`src/rtl/unified_mem_arbiter.sv`:
```
// rtl/unified_mem_arbiter.sv - fetch/data arbiter for a shared unified memory port
module unified_mem_arbiter #(
    parameter int STARVE_MAX = 3
) (
    input  logic        clk_i,
    input  logic        rst_i,
    input  logic        i_req_i,
    input  logic [31:0] i_addr_i,
    output logic [31:0] i_rdata_o,
    output logic        i_ready_o,
    input  logic        d_req_i,
    input  logic        d_we_i,
    input  logic [31:0] d_addr_i,
    input  logic [31:0] d_wdata_i,
    output logic [31:0] d_rdata_o,
    output logic        d_ready_o,
    output logic        mem_req_o,
    output logic        mem_we_o,
    output logic [31:0] mem_addr_o,
    output logic [31:0] mem_wdata_o,
    input  logic [31:0] mem_rdata_i,
    input  logic        mem_ack_i,
    output logic        stall_if_o,
    output logic        stall_mem_o
);

    typedef enum logic [1:0] {IDLE, I_BUSY, D_BUSY} state_t;

    localparam logic [3:0] STARVE_LIM = 4'(STARVE_MAX);

    state_t     state;
    state_t     state_nxt;
    logic [3:0] streak;
    logic       i_elig;
    logic       d_elig;
    logic       grant_i;
    logic       grant_d;
    logic       ack_hit;

    // A port whose ready pulses this cycle is dropping its request; never serve it twice.
    assign i_elig      = i_req_i & ~i_ready_o;
    assign d_elig      = d_req_i & ~d_ready_o;
    assign stall_if_o  = i_req_i & ~i_ready_o;
    assign stall_mem_o = d_req_i & ~d_ready_o;
    assign ack_hit     = (state != IDLE) && mem_ack_i;

    // Next state and grant decision: data wins until its streak reaches the starvation limit.
    always_comb begin
        state_nxt = state;
        grant_i   = 1'b0;
        grant_d   = 1'b0;
        case (state)
            IDLE: begin
                if (d_elig && (!i_elig || (streak < STARVE_LIM))) begin
                    grant_d   = 1'b1;
                    state_nxt = D_BUSY;
                end else if (i_elig) begin
                    grant_i   = 1'b1;
                    state_nxt = I_BUSY;
                end
            end
            I_BUSY, D_BUSY: begin
                if (mem_ack_i) begin
                    state_nxt = IDLE;
                end
            end
            default: state_nxt = IDLE;
        endcase
    end

    // State register.
    always_ff @(posedge clk_i) begin
        if (rst_i) begin
            state <= IDLE;
        end else begin
            state <= state_nxt;
        end
    end

    // Consecutive data grants made while fetch was waiting, saturating at the limit.
    always_ff @(posedge clk_i) begin
        if (rst_i) begin
            streak <= 4'd0;
        end else if (grant_i) begin
            streak <= 4'd0;
        end else if (grant_d) begin
            if (!i_req_i) begin
                streak <= 4'd0;
            end else if (streak < STARVE_LIM) begin
                streak <= streak + 4'd1;
            end
        end
    end

    // Memory-side request registers, ready pulses and read-data capture.
    always_ff @(posedge clk_i) begin
        if (rst_i) begin
            mem_req_o   <= 1'b0;
            mem_we_o    <= 1'b0;
            mem_addr_o  <= 32'd0;
            mem_wdata_o <= 32'd0;
            i_ready_o   <= 1'b0;
            d_ready_o   <= 1'b0;
            i_rdata_o   <= 32'd0;
            d_rdata_o   <= 32'd0;
        end else begin
            i_ready_o <= 1'b0;
            d_ready_o <= 1'b0;
            if (grant_d) begin
                mem_req_o   <= 1'b1;
                mem_we_o    <= d_we_i;
                mem_addr_o  <= d_addr_i;
                mem_wdata_o <= d_wdata_i;
            end else if (grant_i) begin
                mem_req_o   <= 1'b1;
                mem_we_o    <= 1'b0;
                mem_addr_o  <= i_addr_i;
                mem_wdata_o <= 32'd0;
            end else if (ack_hit) begin
                mem_req_o <= 1'b0;
                mem_we_o  <= 1'b0;
                if (state == I_BUSY) begin
                    i_ready_o <= 1'b1;
                    i_rdata_o <= mem_rdata_i;
                end else begin
                    d_ready_o <= 1'b1;
                    if (!mem_we_o) begin
                        d_rdata_o <= mem_rdata_i;
                    end
                end
            end
        end
    end

endmodule

```
`config.mk`:
```
export PLATFORM = sky130hd
export DESIGN_NAME = unified_mem_arbiter
export DESIGN_NICKNAME = d
export VERILOG_FILES = /design/src/rtl/unified_mem_arbiter.sv
export SDC_FILE = /design/constraint.sdc
export NUM_CORES = 1
export LEC_CHECK = 0
export ABC_AREA = 1
export BUFFER_PORTS_ARGS = -buffer_cell sky130_fd_sc_hd__buf_2
export CORE_ASPECT_RATIO = 1.75
export CORE_MARGIN = 5
export CORE_UTILIZATION = 42
export DETAILED_ROUTE_END_ITERATION = 7
export GPL_TIMING_DRIVEN = 0
export PLACE_DENSITY = 0.77
export SLEW_MARGIN = 20
export SYNTH_ARGS = -nofsm -noshare
export SYNTH_HDL_FRONTEND = slang
export SYNTH_SLANG_ARGS = --single-unit
```
`constraint.sdc`:
```
create_clock -name clk_i -period 1.5 [get_ports clk_i]
set_input_delay 0.3 -clock clk_i [delete_from_list [all_inputs] [get_ports clk_i]]
set_output_delay 0.3 -clock clk_i [all_outputs]
set_load 0.01 [all_outputs]
```
==> results.sh, run 1 <==
export IMPL_status="finished with violations"
export IMPL_violations="setup timing"
export IMPL_drc=0
export IMPL_detailed_route_wire_length_on_metal_1_mm=6.74
export IMPL_vias_per_cell=4.82
export IMPL_ctsLongestPathBuffers=2
export IMPL_synth_area_top_cells="dfxtp_1 49%, nand2_1 12%, nor2_1 9.3%"
export IMPL_wl_met2_mm=10.4
export IMPL_maxCapViolCount=0
export IMPL_finalNetCount=1215
export IMPL_syn_instance_count=773
export IMPL_finished_layout_cell_area_sq_um=8380
export IMPL_cp_arrival_ns=1.83
export IMPL_leakage_nw=4.17
export IMPL_grt_total_usage_pct=21.8
export IMPL_post_dp_cell_area_sq_um=7170
export IMPL_timing_final_max_slew_violations=0
export IMPL_logic_pwr_share_pct=33.5
export IMPL_finalHoldViolCount=0
export IMPL_max_slew_worst_pin_slew_ns=0.613
export IMPL_largest_net_degree_at_the_start_of_global_routing=17
export IMPL_yosys_top_cells_count="174 x nand2_1, 139 x nor2_1, 138 x dfxtp_1"
export IMPL_critical_path_peak_fanout=8
export IMPL_wl_per_cell_um=14.8
export IMPL_areaGrowthSynthToFinish_pct=49.3
export IMPL_timing_clock_skew_ns=0.0126
export IMPL_synthArstFlopShare_pct=0
export IMPL_internal_power_w=0.00880
export IMPL_portBuffers=267
export IMPL_cts_num_sinks=138
export IMPL_die_area_sq_um=15900
export IMPL_postLayoutSetupSlackWorst_ns=-0.0288
export IMPL_initialDrtViolationCount=280
export IMPL_fin_crit_ns=1.53
export IMPL_min_path_type="in2reg"
export IMPL_place_gp_congestion=0.858
export IMPL_max_slew_margin_pct=59.1
export IMPL_place_hpwl_mm=14.1
export IMPL_vias=6098
export IMPL_critPathCaptureType="flop"
export IMPL_grt_pass1_wl_mm=28.1
export IMPL_cp_start_kind="flop"
export IMPL_cts_buffers_inserted=17
export IMPL_irDropWorstVdd_mv=0.956
export IMPL_cts_max_level=4
export IMPL_highest_signal_layer="met5"
export IMPL_worstPathRequired_ns=1.80
export IMPL_power_sequential_fraction_pct=34.5
export IMPL_clkLatencyLatePin_ns=0.41
export IMPL_clk_transition_reported_paths_ns=0.06
export IMPL_grt_remaining_overflow=0
export IMPL_synth_most_common_cell="nand2_1"
export IMPL_yosys_cell_types_count=24
export IMPL_period_share_pct=102
export IMPL_timing_hold_ws_ns=0.130
export IMPL_floorplan_initialDensity_pct=42.4
export IMPL_utilization_pct=63.3
export IMPL_timing_worst_setup_path_type="reg2reg"
export IMPL_mappedNetlistArea_sq_um=5610
export IMPL_cts_tree="done"
export IMPL_setup_viol_count_final=3
export IMPL_core_area_sq_um=13200
export IMPL_p_sw_share_pct=33.7
export IMPL_floorplan_die_height_um=163
export IMPL_antenna_cells=0
export IMPL_yosysTopAreaCellShare_pct=49.2
export IMPL_io_pin_count=268
export IMPL_synth_edf_count=0
export IMPL_synth_ff_latch_count=138
export IMPL_num_rows=56
export IMPL_grt_setup_unrepaired="yes"
export IMPL_grt_antenna_before_repair=1
export IMPL_synth_top_cell_by_area="dfxtp_1"
export IMPL_yosys_warnings=0
export IMPL_firstDrtPassIters=4
export IMPL_setup_total_negative_slack_ns=-0.0325
export IMPL_final_antenna_net_count=0
export IMPL_syn_area_per_cell_sq_um=7.26
export IMPL_cts_root_buf="clkbuf_16"
export IMPL_switching_power_w=0.00447
export IMPL_syn_num_nets=910
export IMPL_met3_wirelength_mm=1.13
export IMPL_power_frac_clock_pct=32.0
export IMPL_achievable_frequency_ghz=0.654
export IMPL_chipWidth_um=97.4
export IMPL_sum_of_routed_wire_length_over_all_layers_mm=18.7
export IMPL_most_instantiated_flip_flop_cell_in_the_synthesis_netlist="dfxtp_1"
export IMPL_vias_in_the_first_global_route=5746
export IMPL_pwr_density_cell_nw_per_um2=1580
export IMPL_drive_gt1_share_pct=38.9
export IMPL_synth_seq_area_share_pct=49.2
## cells in the final DEF (no fill, tap or decap), types with 4 or more instances in the layout
cell / netlist / layout
a21oi_1: 70 / 58
a21oi_2: 0 / 12
buf_2: 12 / 271
buf_4: 9 / 18
buf_6: 1 / 9
buf_8: 2 / 8
clkbuf_1: 31 / 15
clkbuf_16: 0 / 20
clkbuf_2: 0 / 11
clkinv_4: 0 / 4
dfxtp_1: 138 / 134
dfxtp_2: 0 / 4
inv_1: 42 / 38
inv_2: 6 / 7
nand2_1: 174 / 170
nand2_4: 2 / 4
nand3_1: 68 / 67
nand4_1: 33 / 33
nor2_1: 139 / 114
nor2_2: 0 / 13
nor2_4: 1 / 13
o21ai_0: 35 / 25
o21ai_1: 1 / 11
## repair_timing
item                                    in CTS  in global routing
setup buffers                               10                  5
hold buffers                                 0                  0
pin swaps                                    1                 36
gates resized for setup                     55                 91
cloned                                       1                  4
endpoints found under the setup margin     131                126
## per-stage QoR
step | std cells | power [W] | setup slack [ns]
floorplan | 773 | 0.00687 | 0.0907
global placement | 1214 | 0.00816 | -0.313
detailed placement | 1214 | 0.00822 | -0.371
CTS | 1255 | 0.0127 | 0.00223
global route | 1264 | 0.0140 | -0.0997
finish | 1264 | 0.0133 | -0.0288
## power by group through the flow
stage          logic [W]  clock network, W  registers [W]
2_1_floorplan    0.00202                 0        0.00485
3_3_place_gp     0.00358                 0        0.00458
3_5_place_dp     0.00363                 0        0.00459
4_1_cts          0.00391           0.00432        0.00452
5_1_grt          0.00488           0.00451        0.00464
6_report         0.00444           0.00425        0.00458
## state kept, by name (all words and copies together) (netlist names)
signal,cells
d_rdata_o,32
d_ready_o,1
i_rdata_o,32
i_ready_o,1
mem_addr_o,32
mem_req_o,1
mem_wdata_o,32
mem_we_o,1
state,2
streak,4
## path summary, 6_finish.rpt
check               start        endpoint  slack (ns)  cells after the start
max reg2reg      state[1]   mem_addr_o[6]       -0.03                     10
max              state[1]   mem_addr_o[6]       -0.03                     10
min          d_wdata_i[5]  mem_wdata_o[5]        0.13                      3
min reg2reg     streak[3]       streak[3]        0.45                      2
## routing by layer
metal	vias up	global-route usage (%)
li1	3104	-
met1	2765	22.1
met2	194	42.0
met3	33	5.27
met4	2	8.63
met5	-	0
## kinds of logic after synthesis
group           Yosys count  share of synthesized area, %
compound gates          107                          9.74
simple gates            421                          31.9
buf+inv                 104                          8.45
fa+ha+maj                 3                         0.669
flops                   138                          49.2
## final cells by class
type,instances,area [sq um]
repair buffers,286,1570
well taps,174,218
clock buffers,18,429
inverters,49,211
multi-input cells,531,2600
fillers,1237,4860
repair inverters,1,3.75
plain buffers,54,418
flip-flops and latches,138,2770
clock inverters,13,168
## critical path, cell delays in order, from the launching register on
cell and delay [ns]:
dfxtp_2 0.33, inv_2 0.05, ha_4 0.17, buf_8 0.13
o21ai_4 0.10, clkinv_4 0.18, clkbuf_16 0.21, nor2_2 0.07
nor2_1 0.05, nand2_1 0.08, inv_1 0.04
Power figures use the tool's default switching activity.
==> run 2: changes to the inputs <==
--- a/config.mk
+++ b/config.mk
@@ -7,12 +7,14 @@
 export LEC_CHECK = 0
 export ABC_AREA = 1
 export BUFFER_PORTS_ARGS = -buffer_cell sky130_fd_sc_hd__buf_2
+export CELL_PAD_IN_SITES_DETAIL_PLACEMENT = 0
+export CELL_PAD_IN_SITES_GLOBAL_PLACEMENT = 1
 export CORE_ASPECT_RATIO = 1.75
 export CORE_MARGIN = 5
-export CORE_UTILIZATION = 42
+export CORE_UTILIZATION = 34
 export DETAILED_ROUTE_END_ITERATION = 7
 export GPL_TIMING_DRIVEN = 0
-export PLACE_DENSITY = 0.77
+export PLACE_DENSITY_LB_ADDON = 0.1
 export SLEW_MARGIN = 20
 export SYNTH_ARGS = -nofsm -noshare
 export SYNTH_HDL_FRONTEND = slang
==> constraint.sdc (replaced) <==
create_clock -name clk_i -period 1.9 [get_ports clk_i]
set_input_delay 0.38 -clock clk_i [delete_from_list [all_inputs] [get_ports clk_i]]
set_output_delay 0.38 -clock clk_i [all_outputs]
set_load 0.01 [all_outputs]
==> results.sh, run 2 (synthesis results as in run 1) <==
export IMPL_cp_slowest_stage_delay_ns=0.32
export IMPL_pwr_density_cell_nw_per_um2=1240
export IMPL_timing_clock_skew_ns=0.0122
export IMPL_grt_pass1_wl_mm=30.2
export IMPL_critical_path_peak_fanout=10
export IMPL_chipWidth_um=107
export IMPL_wl_per_cell_um=15.1
export IMPL_setup_total_negative_slack_ns=0
export IMPL_clk_transition_reported_paths_ns=0.07
export IMPL_met3_grt_util_pct=5.42
export IMPL_cts_max_level=4
export IMPL_reg2reg_setup_slack_ns=0.19
export IMPL_io_pin_count=268
export IMPL_largest_net_degree_at_the_start_of_global_routing=17
export IMPL_sum_of_routed_wire_length_over_all_layers_mm=19.2
export IMPL_mostFrequentLayoutCells="278 x buf_2, 173 x nand2_1, 139 x nor2_1"
export IMPL_grt_total_usage_pct=19.6
export IMPL_initialDrtViolationCount=247
export IMPL_finalHoldViolCount=0
export IMPL_fin_crit_ns=1.82
export IMPL_critPathCaptureType="primary output"
export IMPL_setup_viol_count_final=0
export IMPL_final_antenna_net_count=0
export IMPL_finalNetCount=1195
export IMPL_grt_remaining_overflow=0
export IMPL_place_gp_congestion=0.807
export IMPL_num_rows=62
export IMPL_leakage_nw=3.92
export IMPL_clkLatencyLatePin_ns=0.42
export IMPL_status="finished, final reports clean"
export IMPL_drc=0
export IMPL_timing_worst_setup_path_type="reg2out"
export IMPL_worstPathRequired_ns=1.52
export IMPL_irDropWorstVdd_mv=0.607
export IMPL_post_cts_setup_buffer_count=0
export IMPL_floorplan_initialDensity_pct=34.4
export IMPL_instances_no_fill=1266
export IMPL_drive_gt1_share_pct=32.0
export IMPL_max_slew_worst_pin_slew_ns=0.563
export IMPL_die_area_sq_um=19300
export IMPL_min_path_type="in2reg"
export IMPL_met2_usage_pct=38.0
export IMPL_post_place_cells=1232
export IMPL_cp_start_kind="flop"
export IMPL_ctsLongestPathBuffers=2
export IMPL_timing_final_max_slew_violations=0
export IMPL_vias_in_the_first_global_route=6019
export IMPL_place_hpwl_mm=15.0
export IMPL_use_met1_pct=18.9
export IMPL_cpMaxStageDelayCell="dfxtp_1"
export IMPL_cts_buffers_inserted=17
export IMPL_grt_setup_unrepaired="no"
export IMPL_vias_per_cell=4.69
export IMPL_achievable_frequency_ghz=0.550
export IMPL_path_cells="inv_2, nand2_4, inv_2, buf_2, buf_2"
export IMPL_vias=5943
export IMPL_areaGrowthSynthToFinish_pct=38.4
export IMPL_total_power_w=0.00962
export IMPL_floorplan_die_height_um=180
export IMPL_period_share_pct=95.7
export IMPL_max_slew_margin_pct=62.4
export IMPL_grt_antenna_before_repair=4
export IMPL_core_area_sq_um=16300
export IMPL_portBuffers=267
export IMPL_cts_num_sinks=138
export IMPL_layout_cells_most_common="buf_2"
export IMPL_busiest_layer="met2"
export IMPL_cts_root_buf="clkbuf_16"
export IMPL_ctsHoldBuffers=0
export IMPL_firstDrtPassIters=4
export IMPL_cts_tree="done"
export IMPL_maxCapViolCount=0
export IMPL_cp_arrival_ns=1.44
[run 2: cell count changes in the layout (fill, tap and decap cells not counted), sizes merged]
cell,change
buf,-18
diode,+3
clkinvlp,+1
clkinv,-3
clkbuf,-1
inv,+5
bufinv,-3
[run 2: per-layer routing]
layer | vias to the layer above | wire, um
met3 | 34 | 1340
met1 | 2665 | 6790
met4 | 2 | 484
li1 | 3058 | -
met2 | 184 | 10500
met5 | - | 11
[run 2: final timing paths]
kind                      start              end  cells after the start
hold / removal    d_wdata_i[15]  mem_wdata_o[15]                      3
setup / recovery      d_ready_o      stall_mem_o                      5
hold reg to reg       streak[2]        streak[2]                      2
setup reg to reg       state[1]   mem_addr_o[24]                      8
[run 2: layout make-up]
cell class	instances	area, sq um
plain buffers	54	292
flip-flops and latches	138	2760
clock inverters	14	125
multi-input cells	531	2380
inverters	49	189
well taps	192	240
clock buffers	18	439
diodes	3	7.51
repair buffers	267	1340
fillers	1805	8520
[run 2: where the power goes]
part           internal (W)  switching [W]  total (W)  leakage [nW]
Sequential          0.00335       0.000209    0.00355          1.13
Clock               0.00176        0.00143    0.00319         0.273
Combinational       0.00109        0.00179    0.00288          2.52
[run 2: through the flow]
stage / utilization, % / instance area (sq um) / hold WS [ns] / setup WS [ns]
6_report: 47.7 / 7770 / 0.202 / 0.0808
5_1_grt: 47.7 / 7770 / 0.197 / 0.00969
4_1_cts: 47.6 / 7750 / 0.187 / 0.0128
3_5_place_dp: 44.1 / 7190 / 0.429 / 0.0270
3_3_place_gp: 44.1 / 7190 / 0.428 / 0.0403
2_1_floorplan: - / 5610 / 0.419 / 0.491
[run 2: timing repair]
| item | in CTS | in global routing |
|---|---|---|
| gates resized for setup | 0 | 14 |
| setup endpoints to repair | 0 | 33 |
| endpoints found under the hold margin | 0 | 0 |
[run 2: critical path: cells and delay by family (launching register included)]
family / cells / cell delay, ns
flops: 1 / 0.32
buf+inv: 4 / 0.65
simple gates: 1 / 0.06
==> run 3: changes to the inputs <==
--- a/config.mk
+++ b/config.mk
@@ -14,6 +14,7 @@
 export CORE_UTILIZATION = 34
 export DETAILED_ROUTE_END_ITERATION = 7
 export GPL_TIMING_DRIVEN = 0
+export MAX_ROUTING_LAYER = met4
 export PLACE_DENSITY_LB_ADDON = 0.1
 export SLEW_MARGIN = 20
 export SYNTH_ARGS = -nofsm -noshare
==> results.sh, run 3 (synthesis results as in run 1) <==
export IMPL_finalHoldViolCount=0
export IMPL_grt_total_usage_pct=20.2
export IMPL_grt_pass1_wl_mm=30.2
export IMPL_num_rows=62
export IMPL_critPathCaptureType="primary output"
export IMPL_largest_net_degree_at_the_start_of_global_routing=17
export IMPL_instances_no_fill=1267
export IMPL_vias_in_the_first_global_route=6024
export IMPL_cts_buffers_inserted=17
export IMPL_timing_final_max_slew_violations=0
export IMPL_worst_hold_startpoint="d_wdata_i[15]"
export IMPL_period_share_pct=95.7
export IMPL_ctsHoldBuffers=0
export IMPL_clk_transition_reported_paths_ns=0.07
export IMPL_pwr_density_cell_nw_per_um2=1240
export IMPL_cts_tree="done"
export IMPL_final_antenna_net_count=0
export IMPL_achievable_frequency_ghz=0.550
export IMPL_total_power_w=0.00962
export IMPL_post_dp_cell_area_sq_um=7190
export IMPL_grt_setup_unrepaired="no"
export IMPL_finalNetCount=1195
export IMPL_core_area_sq_um=16300
export IMPL_grt_remaining_overflow=0
export IMPL_regToRegStartpoint="state[1]"
export IMPL_initialDrtViolationCount=206
export IMPL_floorplan_die_height_um=180
export IMPL_postLayoutSetupSlackWorst_ns=0.0810
export IMPL_worstPathRequired_ns=1.52
export IMPL_fin_crit_ns=1.82
export IMPL_portBuffers=267
export IMPL_cts_max_level=4
export IMPL_post_cts_setup_buffer_count=0
export IMPL_setup_viol_count_final=0
export IMPL_cts_root_buf="clkbuf_16"
export IMPL_clkLatencyLatePin_ns=0.42
export IMPL_leakage_nw=3.92
export IMPL_grt_antenna_before_repair=4
export IMPL_endpoint_of_the_worst_register_to_register_path="mem_addr_o[24]"
export IMPL_cp_arrival_ns=1.44
export IMPL_reg2regPathDepth=8
export IMPL_mostFrequentLayoutCells="278 x buf_2, 173 x nand2_1, 139 x nor2_1"
export IMPL_chipWidth_um=107
export IMPL_post_place_cells=1232
export IMPL_ctsLongestPathBuffers=2
export IMPL_dpl_worst_slack_ns=0.0270
export IMPL_drc=0
export IMPL_filler_cell_count=1804
export IMPL_io_pin_count=268
export IMPL_critical_path_peak_fanout=10
export IMPL_reg2reg_setup_slack_ns=0.19
export IMPL_layout_cells_most_common="buf_2"
export IMPL_max_slew_margin_pct=61.4
export IMPL_sum_of_routed_wire_length_over_all_layers_mm=19.2
export IMPL_irDropWorstVdd_mv=0.607
export IMPL_vias_per_cell=4.67
export IMPL_worst_hold_path_endpoint="mem_wdata_o[15]"
export IMPL_areaGrowthSynthToFinish_pct=38.5
export IMPL_vias=5917
export IMPL_finished_layout_cell_area_sq_um=7770
export IMPL_min_path_type="in2reg"
export IMPL_maxCapViolCount=0
export IMPL_max_slew_worst_pin_slew_ns=0.580
export IMPL_wl_per_cell_um=15.1
export IMPL_floorplan_initialDensity_pct=34.4
export IMPL_drive_gt1_share_pct=32.0
export IMPL_timing_worst_setup_path_type="reg2out"
export IMPL_worst_hold_path_num_cells=3
export IMPL_firstDrtPassIters=4
export IMPL_place_hpwl_mm=15.0
export IMPL_setup_total_negative_slack_ns=0
export IMPL_cts_num_sinks=138
export IMPL_die_area_sq_um=19300
export IMPL_cp_start_kind="flop"
export IMPL_status="finished, final reports clean"
export IMPL_timing_clock_skew_ns=0.0121
export IMPL_place_gp_congestion=0.819
==> run 3: cell count changes in the layout (fill, tap and decap cells not counted), sizes merged <==
cell   change
diode      +1
==> run 3: how the worst max path moves through the flow <==
| stage | from | endpoint | slack [ns] |
|---|---|---|---|
| 3_5_place_dp | state[0] | d_rdata_o[10] | 0.03 |
| 3_3_place_gp | state[0] | d_rdata_o[6] | 0.04 |
| 4_1_cts | state[0] | d_rdata_o[11] | 0.01 |
| 2_1_floorplan | state[0] | d_rdata_o[0] | 0.49 |
| 5_1_grt | state[0] | i_rdata_o[29] | 0.01 |
| 6_report | d_ready_o | stall_mem_o | 0.08 |
==> run 3: stage by stage <==
step | util [%] | hold slack, ns
finish | 47.7 | 0.203
global route | 47.7 | 0.197
CTS | 47.6 | 0.187
detailed placement | 44.1 | 0.429
global placement | 44.1 | 0.428
floorplan | - | 0.419
==> run 3: repair_timing <==
item | in CTS | in global routing
hold endpoints to repair | 0 | 0
endpoints found under the setup margin | 0 | 33
resized for setup | 0 | 14
==> run 3: final cells by class <==
type                            count  area (sq um)  area share, %
Antenna cell                        4          10.0          0.129
Buffer                             54           292           3.75
Sequential cell                   138          2760           35.5
Inverter                           49           189           2.43
Clock inverter                     14           125           1.61
Multi-Input combinational cell    531          2380           30.6
Clock buffer                       18           439           5.65
Tap cell                          192           240           3.09
Timing Repair Buffer              267          1340           17.2
==> run 3: report_power, final <==
part           total [W]  internal (W)  switching [W]
Sequential       0.00356       0.00335       0.000209
Clock            0.00318       0.00176        0.00143
Combinational    0.00288       0.00109        0.00179
==> run 3: per-layer routing <==
metal | vias up | part of all wire, % | routed length, um | track usage [%]
met5 | - | 0 | 0 | -
met1 | 2639 | 36 | 6930 | 19.3
li1 | 3060 | - | - | -
met4 | 0 | 2.4 | 456 | 7.63
met3 | 31 | 6.2 | 1200 | 4.77
met2 | 187 | 55 | 10600 | 38.1
==> run 3: worst max-delay path, cell delays in order, from the launching register on <==
cell	delay, ns
dfxtp_1	0.32
inv_2	0.06
nand2_4	0.06
inv_2	0.18
buf_2	0.25
buf_2	0.16
